File: src/rtl/serial_subtractor.sv
// Bit-serial unsigned subtractor: D = A - B, one bit per clock, LSB first.
// A borrow flop carries between bit positions. Operands are captured on an
// accepted start. A one-cycle done pulse marks a fresh D/BO.
module serial_subtractor #(
    parameter int WIDTH = 8
) (
    input  logic             clk,
    input  logic             rst,
    input  logic             start,
    input  logic [WIDTH-1:0] A,
    input  logic [WIDTH-1:0] B,
    output logic [WIDTH-1:0] D,
    output logic             BO,
    output logic             busy,
    output logic             done
);

    localparam int               CNT_W = (WIDTH > 1) ? $clog2(WIDTH) : 1;
    localparam logic [CNT_W-1:0] LAST  = CNT_W'(WIDTH - 1);

    typedef enum logic [1:0] {
        IDLE = 2'd0,
        RUN  = 2'd1,
        DONE = 2'd2
    } state_t;

    state_t           state;
    state_t           state_nxt;
    logic [WIDTH-1:0] a_sr;
    logic [WIDTH-1:0] b_sr;
    logic [WIDTH-1:0] r_sr;
    logic [WIDTH-1:0] r_nxt;
    logic [CNT_W-1:0] cnt;
    logic             bf;
    logic             bit_d;
    logic             bf_nxt;
    logic             accept;
    logic             last_bit;

    // Full-subtractor cell acting on the current LSB pair and the held borrow
    always_comb begin
        bit_d  = a_sr[0] ^ b_sr[0] ^ bf;
        bf_nxt = (~a_sr[0] & b_sr[0]) | (~(a_sr[0] ^ b_sr[0]) & bf);
    end

    // The new difference bit enters at the MSB so the result is aligned after WIDTH shifts
    generate
        if (WIDTH == 1) begin : g_r_one
            assign r_nxt = bit_d;
        end else begin : g_r_wide
            assign r_nxt = {bit_d, r_sr[WIDTH-1:1]};
        end
    endgenerate

    // Next-state logic: start is honoured in IDLE and DONE, ignored while running
    always_comb begin
        state_nxt = state;
        accept    = 1'b0;
        last_bit  = 1'b0;
        case (state)
            IDLE: begin
                if (start) begin
                    accept    = 1'b1;
                    state_nxt = RUN;
                end
            end
            RUN: begin
                if (cnt == LAST) begin
                    last_bit  = 1'b1;
                    state_nxt = DONE;
                end
            end
            DONE: begin
                if (start) begin
                    accept    = 1'b1;
                    state_nxt = RUN;
                end else begin
                    state_nxt = IDLE;
                end
            end
            default: state_nxt = IDLE;
        endcase
    end

    // Control state, bit counter, borrow flop and the registered result/flags
    always_ff @(posedge clk) begin
        if (rst) begin
            state <= IDLE;
            busy  <= 1'b0;
            done  <= 1'b0;
            bf    <= 1'b0;
            cnt   <= '0;
            D     <= '0;
            BO    <= 1'b0;
        end else begin
            state <= state_nxt;
            busy  <= (state_nxt == RUN);
            done  <= (state_nxt == DONE);
            if (accept) begin
                bf  <= 1'b0;
                cnt <= '0;
            end else if (state == RUN) begin
                bf  <= bf_nxt;
                cnt <= cnt + 1'b1;
                if (last_bit) begin
                    D  <= r_nxt;
                    BO <= bf_nxt;
                end
            end
        end
    end

    // Operand and partial-result shift registers; contents are don't-care outside RUN
    always_ff @(posedge clk) begin
        if (accept) begin
            a_sr <= A;
            b_sr <= B;
        end else if (state == RUN) begin
            a_sr <= a_sr >> 1;
            b_sr <= b_sr >> 1;
            r_sr <= r_nxt;
        end
    end

endmodule

File: config.mk
export PLATFORM = sky130hd
export DESIGN_NAME = serial_subtractor
export DESIGN_NICKNAME = d
export VERILOG_FILES = /design/src/rtl/serial_subtractor.sv
export SDC_FILE = /design/constraint.sdc
export NUM_CORES = 1
export LEC_CHECK = 0
export BUFFER_PORTS_ARGS = -buffer_cell sky130_fd_sc_hd__clkbuf_2
export CAP_MARGIN = 30
export CORE_MARGIN = 4
export CORE_UTILIZATION = 40
export DETAILED_ROUTE_END_ITERATION = 10
export GPL_TIMING_DRIVEN = 0
export PLACE_DENSITY = 0.71
export RECOVER_POWER = 100
export SLEW_MARGIN = 20
export SYNTH_ARGS = -nofsm -noshare
export SYNTH_HDL_FRONTEND = slang
export SYNTH_SLANG_ARGS = --single-unit
File: constraint.sdc
create_clock -name clk -period 1.6 [get_ports clk]
set_input_delay 0.08 -clock clk [delete_from_list [all_inputs] [get_ports clk]]
set_output_delay 0.08 -clock clk [all_outputs]
set_load 0.1 [all_outputs]
* After elaboration in Yosys (flattened, before gate mapping)
Index checks and enable logic that the tools add are counted.
** Storage, ports and cells
- Register bits after elaboration :: 41
- Word-level logic and storage cells :: 42
** Operators by class
- Add/subtract/negate cells :: 1
- Eq/ne operators :: 5
- Muxes and demuxes :: 12
- Bitwise operators :: 8
- Reduce and logical (&&, ||, !) cells :: 6
** Operator list (number)
- $mux W8 :: 4
- $pmux W2 S3 :: 1
- $mux W1 :: 5
- $eq A2 B1 Y1 const B :: 2
- $eq A2 B2 Y1 const B :: 2
- $mux W2 :: 2
- $reduce_or A2 Y1 :: 2
- $add A3 B1 Y3 const B :: 1
- $eq A3 B3 Y1 const B :: 1
- $not A1 Y1 :: 3
- $reduce_and A3 Y1 :: 1
- $and A1 B1 Y1 :: 2
- $logic_not A2 Y1 :: 1
- $reduce_and A2 Y1 :: 1
- $reduce_bool A2 Y1 :: 1
- $xor A1 B1 Y1 :: 2
- $or A1 B1 Y1 :: 1

* Longest topological paths before layout
Gate-level depths: netlist (run 1).
- Depth after elaboration :: 5
- Mapped depth :: 5
- Mapped depth without buffers :: 4

* Worst setup path after synthesis (run 1)
OpenSTA, ideal clock, no wires.
- Path type :: register to register
- From :: register state[0]
- To :: register a_sr[0], enable pin
- Library setup time :: 334 ps
- Data arrival time :: 1324 ps
- Data required time :: 1266 ps
- Path slack :: -58 ps
- Cell stages (with the launch flop) :: 3
- Buffers on the path :: 0
- Period minus slack after synthesis :: 1658 ps
- Cells stage by stage :: dfxtp_1 > nor2b_1 > or2_2
** Between the ends
- Cells in the longest elaborated chain, start to end :: 4
- Elaborated cells on any way between the ends :: 6
** Ends and longest elaborated chain
- from (decl) :: line 27 : state_t state;
- from (signal assigned) :: line 96 : state <= state_nxt;
- $eq A2 B2 Y1 / $logic_not A2 Y1 (equally long branches) :: line 60 : case (state)
- $reduce_or A2 Y1 (no source line)
- $mux W1
- $reduce_bool A2 Y1 (no source line) *
- to (signal assigned) :: line 119 : a_sr <= a_sr >> 1;
- to (decl) :: line 29 : logic [WIDTH-1:0] a_sr;
Every way passes the cells marked *; elsewhere a longest branch is shown, timed or not.
A chain may end at the register's enable or synchronous reset.

* Final worst setup path (run 1)
- From :: register a_sr[0]
- To :: register bf
** Between the ends
- Cells in the longest elaborated chain, start to end :: 4
- Elaborated cells on any way between the ends :: 6
** Ends and longest elaborated chain
- $xor A1 B1 Y1 :: line 43 : bf_nxt = (~a_sr[0] & b_sr[0]) | (~(a_sr[0] ^ b_sr[0]) & bf);
- $not A1 Y1 :: line 43
- $and A1 B1 Y1 :: line 43
- $or A1 B1 Y1 * :: line 43
- to (signal assigned) :: line 103 : bf <= bf_nxt;
- to (decl) :: line 34 : logic bf;
Marked as above.

==> metrics.cfg, run 1 <==
[cts]
htree_levels=2
clock_latency_ns=0.29
cts.sink_count=40
cts_inserted_buffers=5
clk_pin_slew_worst_paths_ns=0.07
cts_tree=done
clockRootBuffer=clkbuf_8
clockBufferDepth=2
postCtsSetupBuffers=0

[timing]
hold_viol=0
fin_skew_ns=0.00294
slew_headroom_pct=64.0
rsz0062_at_grt=false
drv_slew=0
worstMarginPinSlew_ns=0.543
period_share_pct=93.7
finalCriticalPeriod_ns=1.50
clock.fmax_ghz=0.667
holdWs_ns=0.0696
setup_violations=0

[global_routing]
grt_overflow=0
grt_usage_pct=11.6
antenna_found_initial=0
grt_max_degree=17
grt_pass1_wl_mm=4.71
grt_pass1_vias=1034

[synth]
synthTopCellsByCount=23 x edfxtp_1, 17 x dfxtp_1, 17 x nand2b_1
synth_mux_area_share_pct=16.9
synthSimpleGateAreaFrac_pct=12.8
async_flop_share_pct=0
synth_top_family_by_area=multiplexers
synthDistinctLibCells=24
syn-num-nets=137
syn_inst=115
synth_compound_gate_area_share_pct=3.14
ys.flop_type=edfxtp_1
synth_area_leaders=edfxtp_1 40%, dfxtp_1 20%, mux2_4 9.6%, nand2b_1 6.2%, mux2i_1 4.7%
yosysTopAreaCellShare_pct=40.3
yosysTopAreaCell=edfxtp_1
synth-edff-count=23
yosysWarnings=0
ys_seq_area_share_pct=60.1
synth_xor_area_share_pct=0
synth.cell_area_um2=1720
synth.most_common_cell=edfxtp_1
synth_area_per_cell_um2=14.9
synthAdderAreaFrac_pct=2.63
yosys_register_bits=40

[setup_path]
crit_fanout=2
worst_setup_path_start_kind=register
crit_required_ns=1.78
worstPathArrival_ns=1.68
crit_type=register to register
endpoint_kind=register

[status]
status=completed

[detailed_routing]
vias=963
wirelength_mm=2.71
drt_iter0_markers=31
viasPerCell=4.79
drc_errors=0
drtAntennaViolNets=0
routedWlPerCell_um=13.5
drt_first_pass_iters=4

[placed_design]
io_buffer_count=28
place_congestion=0.704
post_dp_cell_area_um2=1920
hpwl_mm=1.97

[cells_and_area]
fin_area_um2=1970
insertedDiodeCount=0
syn_to_final_growth_pct=14.7
drive_gt1_share_pct=32.5
final_nets=172

[power]
clock_power_share_pct=30.6
seqPwrFrac_pct=59.2
swShare_pct=22.2
power.leakage_nw=0.761
power.internal_w=0.00160
combPwrFrac_pct=10.2
ir_worst_vdd_mv=0.597
switchingPower_w=0.000456
powerDensity_nw_per_um2=1040

[floorplan]
start_util_pct=42.0
fp.dieW_um=73.5
num_rows=23
io-pin-count=30
dieArea_um2=5400
die_h_um=73.5
fp.coreArea_um2=4090

[run]
cap_violations=0

[min_path]
hold_class=primary input to register

[sequential cells by signal, indices dropped and copies added (netlist names)]
register,count
state,2
b_sr,8
cnt,3
a_sr,8
bf,1
done,1
r_sr,7
D,8
BO,1
busy,1
[layout make-up]
cell class | count | area [µm²]
multi-input combinational | 64 | 591
clock buffer | 7 | 76.3
inverter | 4 | 15.0
fill | 383 | 2120
timing repair buffer | 28 | 140
clock inverter | 1 | 3.75
buffer | 7 | 48.8
sequential | 40 | 1030
tap | 50 | 62.6
[power groups by stage]
stage	Combinational [W]	Clock, W	Sequential (W)
after floorplan	0.000173	0	0.00124
after global placement	0.000233	0	0.00124
after detailed placement	0.000241	0	0.00124
after CTS	0.000245	0.000659	0.00122
after global routing	0.000232	0.000695	0.00122
final	0.000210	0.000628	0.00121
[what timing repair did]
action,in CTS,in global routing
gates cloned,0,0
endpoints found under the setup margin,16,1
hold buffers,0,0
resized for setup,2,1
[per-stage QoR]
stage / utilization (%) / total power (W) / setup TNS [ns] / std cells / setup slack [ns]
floorplan: - / 0.00142 / 0 / 115 / 0.141
detailed placement: 47.0 / 0.00148 / -3.43 / 193 / -0.215
CTS: 49.1 / 0.00212 / 0 / 201 / 0.0128
finish: 48.2 / 0.00205 / 0 / 201 / 0.101
global route: 48.2 / 0.00215 / 0 / 201 / 0.00467
global placement: 47.0 / 0.00147 / -1.76 / 193 / -0.110
[layer usage]
| layer | part of all wire (%) | vias up | track usage (%) | routed length, µm |
|---|---|---|---|---|
| met3 | 6.2 | 6 | 4.10 | 169 |
| li1 | - | 478 | - | - |
| met2 | 47 | 32 | 18.1 | 1280 |
| met4 | 1.7 | 0 | 5.43 | 46 |
| met1 | 45 | 447 | 14.1 | 1220 |
| met5 | 0 | - | 0 | 0 |
[cells in the final DEF (no fill, tap or decap), types with 2 or more instances in the layout]
master    netlist  routed
buf_6           2       2
clkbuf_1        3       5
clkbuf_2        0      28
clkbuf_8        0       5
dfxtp_1        17      17
edfxtp_1       23      23
ha_1            2       2
inv_1           4       4
mux2_1          0       8
mux2_2          4       4
mux2_4         11       3
mux2i_1         8       8
nand2b_1       17      17
nor2b_1         5       4
o21ba_2         2       2
o41ai_1         3       3
or4b_1          2       2
or4bb_1         2       2
[worst paths after layout]
check                                              to  cells after the start  slack (ns)         startpoint
worst max-delay path                  bf$_SDFFE_PP0P_                      3        0.10  a_sr[0]$_DFFE_PP_
worst min-delay path            a_sr[7]$_SDFFCE_PN0P_                      2        0.07               A[7]
worst max register to register        bf$_SDFFE_PP0P_                      3        0.10  a_sr[0]$_DFFE_PP_
worst min register to register      r_sr[5]$_DFFE_PP_                      0        0.47  r_sr[6]$_DFFE_PP_
[logic make-up (layout without fill, tap and decap cells)]
family                     count (synthesis)  in the layout
DFF                                       40             40
and+or+nand+nor                           32             32
muxes                                     23             23
buffers and inverters                     11             47
AOI/OAI and AO/OA                          6              6
adders and majority gates                  3              3
[critical path, stage by stage (launching register included)]
cell	delay, ns
edfxtp_1	0.40
fa_2	0.41
or4b_1	0.50
o41ai_1	0.08
Note: power is estimated with default switching activity, not from simulation.
==> run 2, diff against run 1 <==
--- a/config.mk
+++ b/config.mk
@@ -5,6 +5,7 @@
 export SDC_FILE = /design/constraint.sdc
 export NUM_CORES = 1
 export LEC_CHECK = 0
+export ABC_AREA = 1
 export BUFFER_PORTS_ARGS = -buffer_cell sky130_fd_sc_hd__clkbuf_2
 export CAP_MARGIN = 30
 export CORE_MARGIN = 4
==> run 2 against run 1 <==
- non-clock buffer count down 1
- clock skew up 0.00053 ns
- register-to-register slack better by 0.06 ns
- sequential cell count unchanged
- sequential power about the same
- hold slack worse by 0.019 ns
- routed wire length up 0.77%
- final area down 3.8%
- combinational power down 16%
==> metrics.cfg, run 2 <==
[setup_path]
worstReg2RegEnd=D[6]$_SDFFE_PP0P_
crit_type=register to register
crit_required_ns=1.79  ; about the same
rr_worst_depth=6  ; +3
reg2reg_slack_ns=0.16  ; +0.06 ns
crit_fanout=10  ; +8
path_cells=ha_1, ha_1, nand3_2, buf_2, nor2_1, nor2_1
cpMaxStageDelayCell=dfxtp_1
critical-path-max-stage-delay_ns=0.37  ; -0.13 ns
worstPathArrival_ns=1.63  ; -0.05 ns
critical_path.top_delay_family=flip-flops
endpoint_kind=register
worst_setup_path_start_kind=register
r2r-start=cnt[0]$_SDFFE_PP0P_
path_buf_inv=1  ; +1

[detailed_routing]
viasPerCell=4.40  ; -8.2%
routedWlPerCell_um=10.6  ; -21%
drtAntennaViolNets=0  ; unchanged
vias=1130  ; +17%
drc_errors=0  ; unchanged
drt_iter0_markers=81  ; +160%
wirelength_mm=2.73  ; +0.77%
drt_first_pass_iters=4  ; unchanged

[timing]
fin_skew_ns=0.00347  ; +0.000534 ns
setup_violations=0  ; unchanged
slew_headroom_pct=52.0  ; -12 points
period_share_pct=89.9  ; -3.8 points
drv_slew=0  ; unchanged
finalCriticalPeriod_ns=1.44  ; -0.0609 ns
finalSetupTns_ns=0  ; unchanged
hold_viol=0  ; unchanged
worstMarginPinSlew_ns=0.717  ; +0.174 ns
clock.fmax_ghz=0.695  ; +4.2%
rsz0062_at_grt=false

[synth]
synth_area_leaders=edfxtp_1 44%, dfxtp_1 22%, nand2_1 17%, nor2_1 6.4%, inv_1 4.5%
synthTopCellsByCount=70 x nand2_1, 27 x nor2_1, 23 x edfxtp_1
yosysTopAreaCell=edfxtp_1
yosysTopAreaCellShare_pct=43.7  ; +3.4 points
synth-edff-count=23  ; unchanged
synth_area_per_cell_um2=9.25  ; -38%
yosys_register_bits=40  ; unchanged
synth.cell_area_um2=1580  ; -7.8%
ys.flop_type=edfxtp_1
syn-num-nets=193  ; +41%
syn_inst=171  ; +49%
synth.most_common_cell=nand2_1
async_flop_share_pct=0  ; unchanged
ys_seq_area_share_pct=65.2  ; +5.1 points
yosysWarnings=0  ; unchanged
synthDistinctLibCells=14  ; -42%

[status]
status=completed

[cts]
postCtsSetupBuffers=0  ; unchanged
cts_inserted_buffers=5  ; unchanged
clock_latency_ns=0.29  ; about the same
cts_tree=done
clockRootBuffer=clkbuf_8
cts.sink_count=40  ; unchanged
htree_levels=2  ; unchanged
clk_pin_slew_worst_paths_ns=0.08  ; about the same
clockBufferDepth=2  ; unchanged

[placed_design]
place_congestion=0.766  ; +8.8%
hpwl_mm=1.90  ; -3.4%
dp.cells=248  ; +28%
io_buffer_count=29  ; +3.6%

[power]
powerDensity_nw_per_um2=1130  ; +8.2%
power.leakage_nw=0.930  ; +22%
power_w=0.00214  ; +4.2%
ir_worst_vdd_mv=0.853  ; +43%

[cells_and_area]
finish.utilization_pct=50.6  ; +2.4 points
reg_top3=D (8), a_sr (8), b_sr (8)
syn_to_final_growth_pct=19.8
insertedDiodeCount=0  ; unchanged
layout_common_cells=70 x nand2_1, 31 x clkbuf_2, 27 x nor2_1, 23 x edfxtp_1, 19 x inv_1
stdcell_count=257  ; +28%
drive_gt1_share_pct=19.6  ; -13 points
final_common_cell=nand2_1
final_nets=230  ; +34%

[floorplan]
num_rows=22  ; -4.3%
io-pin-count=30  ; unchanged
start_util_pct=42.2  ; +0.27 points
fp.dieW_um=70.9  ; -3.5%
die_h_um=70.9  ; -3.5%
fp.coreArea_um2=3740  ; -8.4%
dieArea_um2=5020  ; -7.0%

[global_routing]
grt_pass1_vias=1082  ; +4.6%
grt_max_degree=18  ; +1
antenna_found_initial=0  ; unchanged
grt_pass1_wl_mm=4.61  ; -2.2%
grt_overflow=0  ; unchanged
grt_usage_pct=11.8  ; +0.29 points

[min_path]
hp-start=A[3]
holdPathStages=3  ; +1
holdPathEnd=a_sr[3]$_DFFE_PP_
hold_class=primary input to register

[run]
cap_violations=0  ; unchanged

## run 2: what timing repair did
action                                 4_1_cts  5_1_grt
hold buffers                                 1        0
endpoints found under the hold margin        1        0
resized for setup                            0        1
setup endpoints to repair                    0       18
## run 2: worst max path at each step
stage / startpoint / endpoint / slack [ns] / depth (start not counted)
finish: cnt[0]$_SDFFE_PP0P_ / D[6]$_SDFFE_PP0P_ / 0.16 / 6
global route: cnt[0]$_SDFFE_PP0P_ / D[4]$_SDFFE_PP0P_ / 0.008 / 6
CTS: state[0]$_SDFF_PP0_ / a_sr[5]$_DFFE_PP_ / 0.02 / 3
detailed placement: state[0]$_SDFF_PP0_ / b_sr[4]$_DFFE_PP_ / 0.02 / 3
global placement: state[0]$_SDFF_PP0_ / b_sr[5]$_DFFE_PP_ / 0.007 / 3
floorplan: state[0]$_SDFF_PP0_ / a_sr[0]$_DFFE_PP_ / 0.31 / 3
## run 2: worst reg2reg max path: cells and delay by family, from the launching register on
kind | cells | cell delay (ns)
and+or+nand+nor | 3 | 0.37
buffers and inverters | 1 | 0.25
DFF | 1 | 0.37
adders and majority gates | 2 | 0.35
## run 2: layout make-up
| cell class | count | area (µm²) |
|---|---|---|
| buffer | 4 | 18.8 |
| clock buffer | 7 | 97.6 |
| clock inverter | 1 | 5.00 |
| fill | 371 | 1850 |
| inverter | 19 | 71.3 |
| multi-input combinational | 108 | 455 |
| sequential | 40 | 1030 |
| tap | 48 | 60.1 |
| timing repair buffer | 30 | 155 |
## run 2: through the flow
stage	setup WS, ns	area [µm²]	hold slack, ns
after global placement	0.00739	1790	0.305
after global routing	0.00758	1890	0.0493
after floorplan	0.307	1580	0.152
after CTS	0.0187	1900	0.0463
final	0.161	1890	0.0501
after detailed placement	0.0200	1790	0.307
## run 2: logic make-up after synthesis
logic type | synth area share [%]
fa+ha+maj | 2.85
flops | 65.2
compound gates | 0.949
buf+inv | 6.01
simple gates | 25.0
## run 2: metal layers
layer  track usage, %  wire (µm)  vias up
li1                 -          -      596
met1             13.6       1250      499
met2             18.8       1240       31
met3             5.26        209        4
met4             5.64         38        0
met5                0          0        -
## run 2: power by group
part	switching (W)	internal, W
clock	0.000346	0.000400
sequential	0.0000282	0.00119
combinational	0.000119	0.0000579
==> run 3, diff against run 2 <==
--- a/config.mk
+++ b/config.mk
@@ -10,6 +10,7 @@
 export CAP_MARGIN = 30
 export CORE_MARGIN = 4
 export CORE_UTILIZATION = 40
+export CTS_BUF_LIST = sky130_fd_sc_hd__clkbuf_16
 export DETAILED_ROUTE_END_ITERATION = 10
 export GPL_TIMING_DRIVEN = 0
 export PLACE_DENSITY = 0.71
==> run 3 against run 2 <==
- register-to-register slack hardly changed
- sequential cell count stayed put
- global-route usage is 0.27 points higher
- clock power is 41% higher
- cell count is 0.39% lower
- sequential share of layout area is 1.3 points lower
==> metrics.cfg, run 3 (synthesis results as in run 2) <==
[global_routing]
grt_pass1_vias=1082  ; unchanged
grt_overflow=0  ; unchanged
grt_usage_pct=12.1  ; +0.27 points
grt_pass1_wl_mm=4.64  ; +0.59%
antenna_found_initial=0  ; unchanged
grt_max_degree=18  ; unchanged

[cts]
clock_latency_ns=0.28  ; about the same
clk_pin_slew_worst_paths_ns=0.06  ; -0.02 ns
clockBufferDepth=2  ; unchanged
holdBufCountCts=0  ; -1
cts_resized=0  ; unchanged
cts.sink_count=40  ; unchanged
cts_tree=done
cts_inserted_buffers=5  ; unchanged
htree_levels=2  ; unchanged
clockRootBuffer=clkbuf_16
postCtsSetupBuffers=0  ; unchanged

[cells_and_area]
final_common_cell=nand2_1
insertedDiodeCount=0  ; unchanged
drive_gt1_share_pct=19.7  ; +0.094 points
reg_top3=D (8), a_sr (8), b_sr (8)
layout_common_cells=70 x nand2_1, 31 x clkbuf_2, 27 x nor2_1, 23 x edfxtp_1, 20 x inv_1
finish.utilization_pct=51.8  ; +1.2 points
final_nets=229  ; -0.43%
stdcell_count=256  ; -0.39%
n_fill_cell=369  ; -0.54%
syn_to_final_growth_pct=22.7

[placed_design]
io_buffer_count=29  ; unchanged
hpwl_mm=1.90  ; unchanged
dp.cells=248  ; unchanged
place_congestion=0.766  ; unchanged

[setup_path]
crit_required_ns=1.78  ; about the same
r2r-start=cnt[0]$_SDFFE_PP0P_
crit_type=register to register
worst_setup_path_start_kind=register
rr_worst_depth=6  ; unchanged
endpoint_kind=register
worstReg2RegEnd=D[3]$_SDFFE_PP0P_
reg2reg_slack_ns=0.15  ; about the same
crit_fanout=10  ; unchanged
worstPathArrival_ns=1.63  ; about the same

[detailed_routing]
drtAntennaViolNets=0  ; unchanged
drt_first_pass_iters=4  ; unchanged
drc_errors=0  ; unchanged
wirelength_mm=2.77  ; +1.5%
routedWlPerCell_um=10.8  ; +1.9%
drt_iter0_markers=64  ; -21%
viasPerCell=4.44  ; +1.0%
vias=1137  ; +0.62%

[floorplan]
dieArea_um2=5020  ; unchanged
start_util_pct=42.2  ; unchanged
io-pin-count=30  ; unchanged
fp.dieW_um=70.9  ; unchanged
die_h_um=70.9  ; unchanged
fp.coreArea_um2=3740  ; unchanged
num_rows=22  ; unchanged

[run]
cap_violations=0  ; unchanged

[timing]
slew_headroom_pct=51.7  ; -0.30 points
drv_slew=0  ; unchanged
finalSetupTns_ns=0  ; unchanged
holdWs_ns=0.00641  ; -0.0437 ns
clock.fmax_ghz=0.691  ; -0.66%
fin_skew_ns=0.00418  ; +0.000704 ns
hold_viol=0  ; unchanged
period_share_pct=90.5  ; +0.60 points
setup_violations=0  ; unchanged
worstMarginPinSlew_ns=0.722  ; +0.00449 ns
rsz0062_at_grt=false
finalCriticalPeriod_ns=1.45  ; +0.00959 ns

[power]
powerDensity_nw_per_um2=1260  ; +12%
power.leakage_nw=0.956  ; +2.8%
ir_worst_vdd_mv=0.708  ; -17%

[status]
status=completed

[min_path]
holdPathEnd=state[1]$_SDFF_PP0_
holdPathStages=2  ; -1
hold_class=primary input to register
hp-start=rst

run 3: worst max path at each step:
stage                     slack (ns)  depth (start not counted)                 to           startpoint
after floorplan                 0.31                          3  a_sr[0]$_DFFE_PP_  state[0]$_SDFF_PP0_
after global placement         0.007                          3  b_sr[5]$_DFFE_PP_  state[0]$_SDFF_PP0_
after detailed placement        0.02                          3  b_sr[4]$_DFFE_PP_  state[0]$_SDFF_PP0_
after CTS                       0.02                          3  a_sr[0]$_DFFE_PP_  state[0]$_SDFF_PP0_
after global routing            0.01                          6  D[4]$_SDFFE_PP0P_  cnt[0]$_SDFFE_PP0P_
final                           0.15                          6  D[3]$_SDFFE_PP0P_  cnt[0]$_SDFFE_PP0P_
run 3: per-stage QoR:
step	area, µm²	total power, W	worst slack [ns]
finish	1940	0.00244	0.152
global route	1940	0.00253	0.0104
CTS	1950	0.00246	0.0213
detailed placement	1790	0.00142	0.0200
global placement	1790	0.00141	0.00739
floorplan	1580	0.00135	0.307
run 3: final cells by class:
class                      instances  area (µm²)  area share [%]
inverter                          19        71.3            3.68
sequential                        40        1030            53.1
tap                               48        60.1            3.09
multi-input combinational        108         455            23.5
timing repair buffer              29         145            7.48
clock inverter                     2        8.76           0.451
clock buffer                       6         150            7.74
buffer                             4        18.8           0.967
run 3: per-layer routing:
layer / global-route usage [%] / wire, µm / share of wire, %
met1: 14.0 / 1270 / 46
met2: 18.4 / 1220 / 44
met3: 5.26 / 204 / 7.4
met4: 7.52 / 83 / 3.0
met5: 0 / 0 / 0
run 3: where the power goes:
group	internal (W)	leakage [nW]	switching, W	total [W]
Combinational	0.0000562	0.508	0.000118	0.000174
Clock	0.000663	0.0832	0.000389	0.00105
Sequential	0.00119	0.365	0.0000286	0.00122
run 3: worst max-delay path, stage by stage (launching register included):
cell,delay [ns]
dfxtp_1,0.36
ha_1,0.17
ha_1,0.18
nand3_2,0.22
buf_2,0.26
nor2_1,0.10
nor2_1,0.05
